`config.mk`:
```
export PLATFORM = sky130hd
export DESIGN_NAME = sdram_cmd_arbiter
export DESIGN_NICKNAME = d
export VERILOG_FILES = /design/src/rtl/sdram_cmd_arbiter.sv
export SDC_FILE = /design/constraint.sdc
export NUM_CORES = 1
export LEC_CHECK = 0
export ABC_CLOCK_PERIOD_IN_PS = 2400
export CAP_MARGIN = 0
export CORE_MARGIN = 4
export CORE_UTILIZATION = 52
export DETAILED_ROUTE_END_ITERATION = 10
export DONT_BUFFER_PORTS = 1
export GPL_TIMING_DRIVEN = 0
export PLACE_DENSITY = 0.7
export SLEW_MARGIN = 20
export SYNTH_ARGS = -nofsm -noshare
export SYNTH_HDL_FRONTEND = slang
export SYNTH_SLANG_ARGS = --single-unit
```
`constraint.sdc`:
```
create_clock -name clk -period 2.4 [get_ports clk]
set_clock_uncertainty 0.15 [all_clocks]
set_input_delay 0.48 -clock clk [delete_from_list [all_inputs] [get_ports clk]]
set_output_delay 0.48 -clock clk [all_outputs]
set_load 0.02 [all_outputs]
```
`src/rtl/sdram_cmd_arbiter.sv`:
```
// N-channel command arbiter in front of the 16-bit SDRAM controller: ch0 strict priority, ch1..N_CH-1 round-robin.
// Optional starvation guard for ch1..N_CH-1 is compiled in with `define SDRAM_ARB_AGE_EN.
module sdram_cmd_arbiter #(
    parameter int N_CH     = 4,
    parameter int ADDR_W   = 23,
    parameter int BL_SHORT = 16,
    parameter int BL_LONG  = 128,
    parameter int MAX_SKIP = 4,
    localparam int CH_W    = $clog2(N_CH)
) (
    input  logic                     clk,
    input  logic                     rst,
    input  logic [N_CH-1:0]          req_i,
    input  logic [2*N_CH-1:0]        cmd_i,
    input  logic [N_CH*ADDR_W-1:0]   addr_i,
    output logic [N_CH-1:0]          gnt_o,
    output logic [1:0]               sys_cmd_o,
    output logic [ADDR_W-1:0]        sys_addr_o,
    input  logic [1:0]               sys_cmd_ack_i,
    input  logic                     sys_rd_valid_i,
    input  logic                     sys_wr_valid_i,
    output logic [N_CH-1:0]          rd_valid_o,
    output logic [N_CH-1:0]          wr_valid_o,
    output logic [CH_W-1:0]          owner_o,
    output logic                     busy_o,
    output logic                     err_o
);

    localparam int CNT_W = $clog2(BL_LONG + 1);
    localparam logic [N_CH-1:0] ONE = 1;

    typedef enum logic [1:0] {IDLE, ISSUE, BURST} state_t;

    state_t              state_q, state_d;
    logic [CH_W-1:0]     owner_q, owner_d;
    logic [CH_W-1:0]     rr_ptr_q, rr_ptr_d;
    logic [1:0]          cmd_q, cmd_d;
    logic [1:0]          sys_cmd_q, sys_cmd_d;
    logic [ADDR_W-1:0]   addr_q, addr_d;
    logic [CNT_W-1:0]    cnt_q, cnt_d;
    logic                err_q, err_d;

    logic [1:0]          cmd_a  [N_CH];
    logic [ADDR_W-1:0]   addr_a [N_CH];
    logic [N_CH-1:0]     vld, aged, rr_mask, owner_oh;
    logic [CH_W:0]       aged_res, rr_res;
    logic                win_vld, ack_hit, in_burst, is_rd, is_wr, strobe;
    logic [CH_W-1:0]     win_idx;

    // Returns {hit, index} of the first set bit at or after ptr, cycling over 1..N_CH-1.
    function automatic logic [CH_W:0] rr_pick(input logic [N_CH-1:0] mask,
                                              input logic [CH_W-1:0] ptr);
        logic [CH_W-1:0] cand;
        logic [CH_W-1:0] sel;
        logic            hit;
        cand = ptr;
        sel  = '0;
        hit  = 1'b0;
        for (int i = 0; i < N_CH - 1; i++) begin
            if (!hit && mask[cand]) begin
                hit = 1'b1;
                sel = cand;
            end
            cand = (cand == CH_W'(N_CH - 1)) ? CH_W'(1) : cand + CH_W'(1);
        end
        return {hit, sel};
    endfunction

    for (genvar k = 0; k < N_CH; k++) begin : g_ch
        assign cmd_a[k]  = cmd_i[2*k +: 2];
        assign addr_a[k] = addr_i[k*ADDR_W +: ADDR_W];
        assign vld[k]    = req_i[k] & (cmd_i[2*k +: 2] != 2'b00);
    end

`ifdef SDRAM_ARB_AGE_EN
    localparam int SK_W = $clog2(MAX_SKIP + 1);
    logic [SK_W-1:0] skip_q [N_CH];

    always_ff @(posedge clk) begin
        if (rst) begin
            for (int k = 0; k < N_CH; k++) skip_q[k] <= '0;
        end else begin
            for (int k = 1; k < N_CH; k++) begin
                if (ack_hit && owner_q == CH_W'(k)) begin
                    skip_q[k] <= '0;
                end else if (state_q == IDLE && win_vld && win_idx == '0 && vld[k]
                             && skip_q[k] != SK_W'(MAX_SKIP)) begin
                    skip_q[k] <= skip_q[k] + SK_W'(1);
                end
            end
        end
    end

    always_comb begin
        aged = '0;
        for (int k = 1; k < N_CH; k++) aged[k] = (skip_q[k] == SK_W'(MAX_SKIP));
    end
`else
    assign aged = '0;
`endif

    // Aged low-priority channels beat ch0; otherwise ch0 first, then round-robin.
    assign rr_mask  = {vld[N_CH-1:1], 1'b0};
    assign aged_res = rr_pick(rr_mask & aged, rr_ptr_q);
    assign rr_res   = rr_pick(rr_mask, rr_ptr_q);
    assign win_vld  = |vld;

    always_comb begin
        if (aged_res[CH_W])  win_idx = aged_res[CH_W-1:0];
        else if (vld[0])     win_idx = '0;
        else                 win_idx = rr_res[CH_W-1:0];
    end

    assign owner_oh = ONE << owner_q;
    assign ack_hit  = (state_q == ISSUE) && (sys_cmd_ack_i != 2'b00);
    assign in_burst = (state_q == BURST);
    assign is_rd    = cmd_q[1];
    assign is_wr    = (cmd_q == 2'b01);
    assign strobe   = in_burst && ((is_rd && sys_rd_valid_i) || (is_wr && sys_wr_valid_i));

    assign gnt_o      = ack_hit ? owner_oh : '0;
    assign rd_valid_o = (in_burst && is_rd && sys_rd_valid_i) ? owner_oh : '0;
    assign wr_valid_o = (in_burst && is_wr && sys_wr_valid_i) ? owner_oh : '0;
    assign sys_cmd_o  = sys_cmd_q;
    assign sys_addr_o = addr_q;
    assign owner_o    = owner_q;
    assign busy_o     = (state_q != IDLE);
    assign err_o      = err_q;

    always_comb begin
        state_d   = state_q;
        owner_d   = owner_q;
        rr_ptr_d  = rr_ptr_q;
        cmd_d     = cmd_q;
        sys_cmd_d = sys_cmd_q;
        addr_d    = addr_q;
        cnt_d     = cnt_q;
        err_d     = err_q;
        unique case (state_q)
            IDLE: begin
                if (win_vld) begin
                    owner_d   = win_idx;
                    cmd_d     = cmd_a[win_idx];
                    sys_cmd_d = cmd_a[win_idx];
                    addr_d    = addr_a[win_idx];
                    state_d   = ISSUE;
                end
            end
            ISSUE: begin
                if (ack_hit) begin
                    sys_cmd_d = 2'b00;
                    cnt_d     = (cmd_q == 2'b10) ? CNT_W'(BL_SHORT) : CNT_W'(BL_LONG);
                    if (sys_cmd_ack_i != cmd_q) err_d = 1'b1;
                    state_d   = BURST;
                end
            end
            BURST: begin
                if (strobe) begin
                    cnt_d = cnt_q - CNT_W'(1);
                    if (cnt_q == CNT_W'(1)) begin
                        state_d = IDLE;
                        if (owner_q != '0)
                            rr_ptr_d = (owner_q == CH_W'(N_CH - 1)) ? CH_W'(1) : owner_q + CH_W'(1);
                    end
                end
            end
            default: state_d = IDLE;
        endcase
    end

    always_ff @(posedge clk) begin
        if (rst) begin
            state_q   <= IDLE;
            owner_q   <= '0;
            rr_ptr_q  <= CH_W'(1);
            cmd_q     <= 2'b00;
            sys_cmd_q <= 2'b00;
            addr_q    <= '0;
            cnt_q     <= '0;
            err_q     <= 1'b0;
        end else begin
            state_q   <= state_d;
            owner_q   <= owner_d;
            rr_ptr_q  <= rr_ptr_d;
            cmd_q     <= cmd_d;
            sys_cmd_q <= sys_cmd_d;
            addr_q    <= addr_d;
            cnt_q     <= cnt_d;
            err_q     <= err_d;
        end
    end

endmodule
```
==> impl_metrics.yaml <==
worst_setup_path:
  cp.arrival_ns: 2.45
  cp_max_fo: 6
  slowest_delay_ns: 0.40
  cp_slowest_cell: "a2111o_1"
  cp_top_family: "compound AO/OA/AOI/OAI gates"
  path_cells: "ha_4, or3_4, a2111o_1, buf_8, nand2_8, buf_12, mux2i_4, o211ai_1"
  critPathBufInv: 2
  cp-start-kind: "register"
  crit_type: "reg -> reg"
  critPathCaptureType: "register"
  crit_required_ns: 2.41
floorplan:
  rows: 26
  die_x_um: 81.6
  die_h_um: 81.6
  core_area_mm2: 0.00517
  pin_count: 151
  start_util_pct: 54.5
  dieArea_mm2: 0.00667
cells_and_area:
  nets: 489
  syn_to_final_growth_pct: 27.6
  drive_above_1_share_pct: 25.1
  fillerInstances: 419
  final_util_pct: 69.6
  final_cell_area_mm2: 0.00360
  diodes: 0
detailed_routing:
  ant_nets: 0
  drt_iter0_drc: 135
  avgRoutedWirePerCell_um: 21.5
  first_pass_iters: 4
  routed_wirelength_um: 9460
  viasPerCell: 6.51
  vias: 2869
  post-route-drc-count: 0
run:
  maxCapViolCount: 0
yosys:
  avgSynthCellArea_um2: 8.52
  synth_warnings: 0
  yosysTopAreaCell: "dfxtp_1"
  dominantRegCellSynth: "dfxtp_1"
  ys_seq_elements: 42
  synth-edff-count: 0
  synthesis.nets: 450
  syn_inst: 331
  ys_seq_area_share_pct: 29.8
  ys_types: 49
  syn_area_mm2: 0.00282
  synth.top_cell.area_share_pct: 29.8
  netlist_top_cells_area: "dfxtp_1 (30%), a32o_1 (8.2%), a211o_1 (7.8%), o21ai_0 (5.3%), a21boi_0 (4.8%)"
  synth-async-reset-ratio_pct: 0
power:
  peakVddDrop_v: 0.000497
  finalPower_mw: 2.17
  power_leakage_nw: 1.49
  power_density_mw_per_mm2: 602
global_routing:
  grt_max_degree: 14
  grt_pass1_vias: 2911
  grt_util_all_layers_pct: 28.6
  antenna_found_initial: 0
  grt.overflow.total: 0
  grt_first_pass_wirelength_um: 14500
timing:
  post-route-period-util_pct: 101
  tightestPinTransition_ns: 0.581
  hold_viol_final: 0
  period_needed_ns: 2.43
  finalMaxSlewViolations: 0
  slew_headroom_pct: 60.9
  setup_viol: 22
  fmax_mhz: 411
  rsz0062_at_grt: "true"
  setup_ws_ns: -0.0334
clock_network:
  worstSkewPairLatency_ns: 0.29
  ctsHoldBuffers: 0
  clock-root-buffer: "clkbuf_8"
  ctsLongestPathBuffers: 2
  clkTransAtPathRegs_ns: 0.08
  cts_made_buffers: 5
  cts_tree: "yes"
  cts.sinks: 42
  htree_levels: 2
placed_design:
  hpwlAfterDp_um: 6440
  port_buffers: 0
  postPlaceCellArea_mm2: 0.00292
  gp_congestion: 0.836
  dp_slack_ns: -0.452
worst_hold_path:
  worstHoldPathType: "in -> reg"
status:
  status: "finished, violations left"
  violations: "negative setup slack"
placed cells by master (no fill, tap or decap), drive strengths merged, types with 2 or more instances in the layout:
cell type  count
or3            3
nor3b          2
nor2          23
a32o          23
inv            9
a211oi         3
a21oi          9
a211o         25
o211ai         4
nor3           7
clkbuf        14
nand3         25
a21boi        24
buf           44
xor2           3
and2          12
nor2b          3
dfxtp         42
ha             9
o21a           4
nand2b         6
nand2         13
or2            5
xnor2          4
mux2i          4
o21ai         34
path summary, 6_finish.rpt:
check | endpoint | startpoint | slack [ns] | cells past startpoint
min | sys_addr_o[22] | addr_i[45] | 0.15 | 1
max reg2reg | cmd_q[0] | rr_ptr_q[1] | -0.03 | 8
max | cmd_q[0] | rr_ptr_q[1] | -0.03 | 8
min reg2reg | cnt_q[7] | cnt_q[7] | 0.36 | 2
routing by layer:
layer | routed length, um | track usage, %
met1 | 3590 | 31.9
met2 | 4830 | 51.5
met3 | 901 | 9.54
met4 | 149 | 7.97
met5 | 0 | 0
kinds of logic after synthesis:
| group | synth area share [%] |
|---|---|
| mux | 1.42 |
| flops | 29.8 |
| buf+inv | 5.86 |
| xor+xnor | 2.17 |
| compound gates | 37.0 |
| fa+ha+maj | 3.99 |
| simple gates | 19.8 |
per-stage QoR:
step                      TNS, ns  hold slack [ns]  std cells
after floorplan                 0            0.304        331
final                      -0.263            0.154        441
after detailed placement    -8.93            0.340        401
after global placement      -8.91            0.332        401
after global routing        -1.91            0.139        441
after CTS                  -0.324            0.143        440
report_power, final:
group / switching, mW / internal (mW)
sequential: 0.201 / 0.808
combinational: 0.345 / 0.328
clock: 0.253 / 0.232
registers in the layout, summed over array words and instances (netlist names):
name        count
cmd_q           2
sys_addr_o     23
err_o           1
rr_ptr_q        2
sys_cmd_o       2
owner_o         2
cnt_q           8
state_q         2
synthesized netlist by cell type (2+ instances only):
master and instances:
inv_1 9, buf_6 6, clkbuf_1 11, a32o_1 23, clkbuf_2 2, xnor2_1 4
nor2_1 22, and2_1 12, a21boi_0 18, nand3_1 25, nor3b_1 2, o21a_1 4
nand2b_1 6, a21boi_1 6, nor2b_1 3, ha_1 9, o211ai_1 4, mux2i_1 4
o21ai_1 3, nor3_1 7, a211o_1 25, xor2_1 3, a211oi_1 3, or3_1 2
o21ai_0 30, a21oi_1 9, dfxtp_1 42, or2_2 5, nand2_1 12
worst reg2reg max path: stages (launching register included):
cell	delay, ns
dfxtp_4	0.37
ha_4	0.25
or3_4	0.36
a2111o_1	0.40
buf_8	0.17
nand2_8	0.10
buf_12	0.13
mux2i_4	0.24
o211ai_1	0.14
area by class of cell:
class	count	area, um2	area share [%]
inverters	9	33.8	0.939
clock buffers	6	82.6	2.29
well taps	70	87.6	2.43
plain buffers	21	199	5.53
flip-flops and latches	42	846	23.5
multi-input cells	259	2000	55.5
clock inverters	2	12.5	0.348
repair buffers	32	339	9.42
repair_timing:
action / CTS / global route
cloned: 6 / 0
pin swaps: 19 / 25
setup endpoints to repair: 29 / 27
buffers inserted: 25 / 1
gates resized for setup: 59 / 30
(Power assumes the default switching activity.)
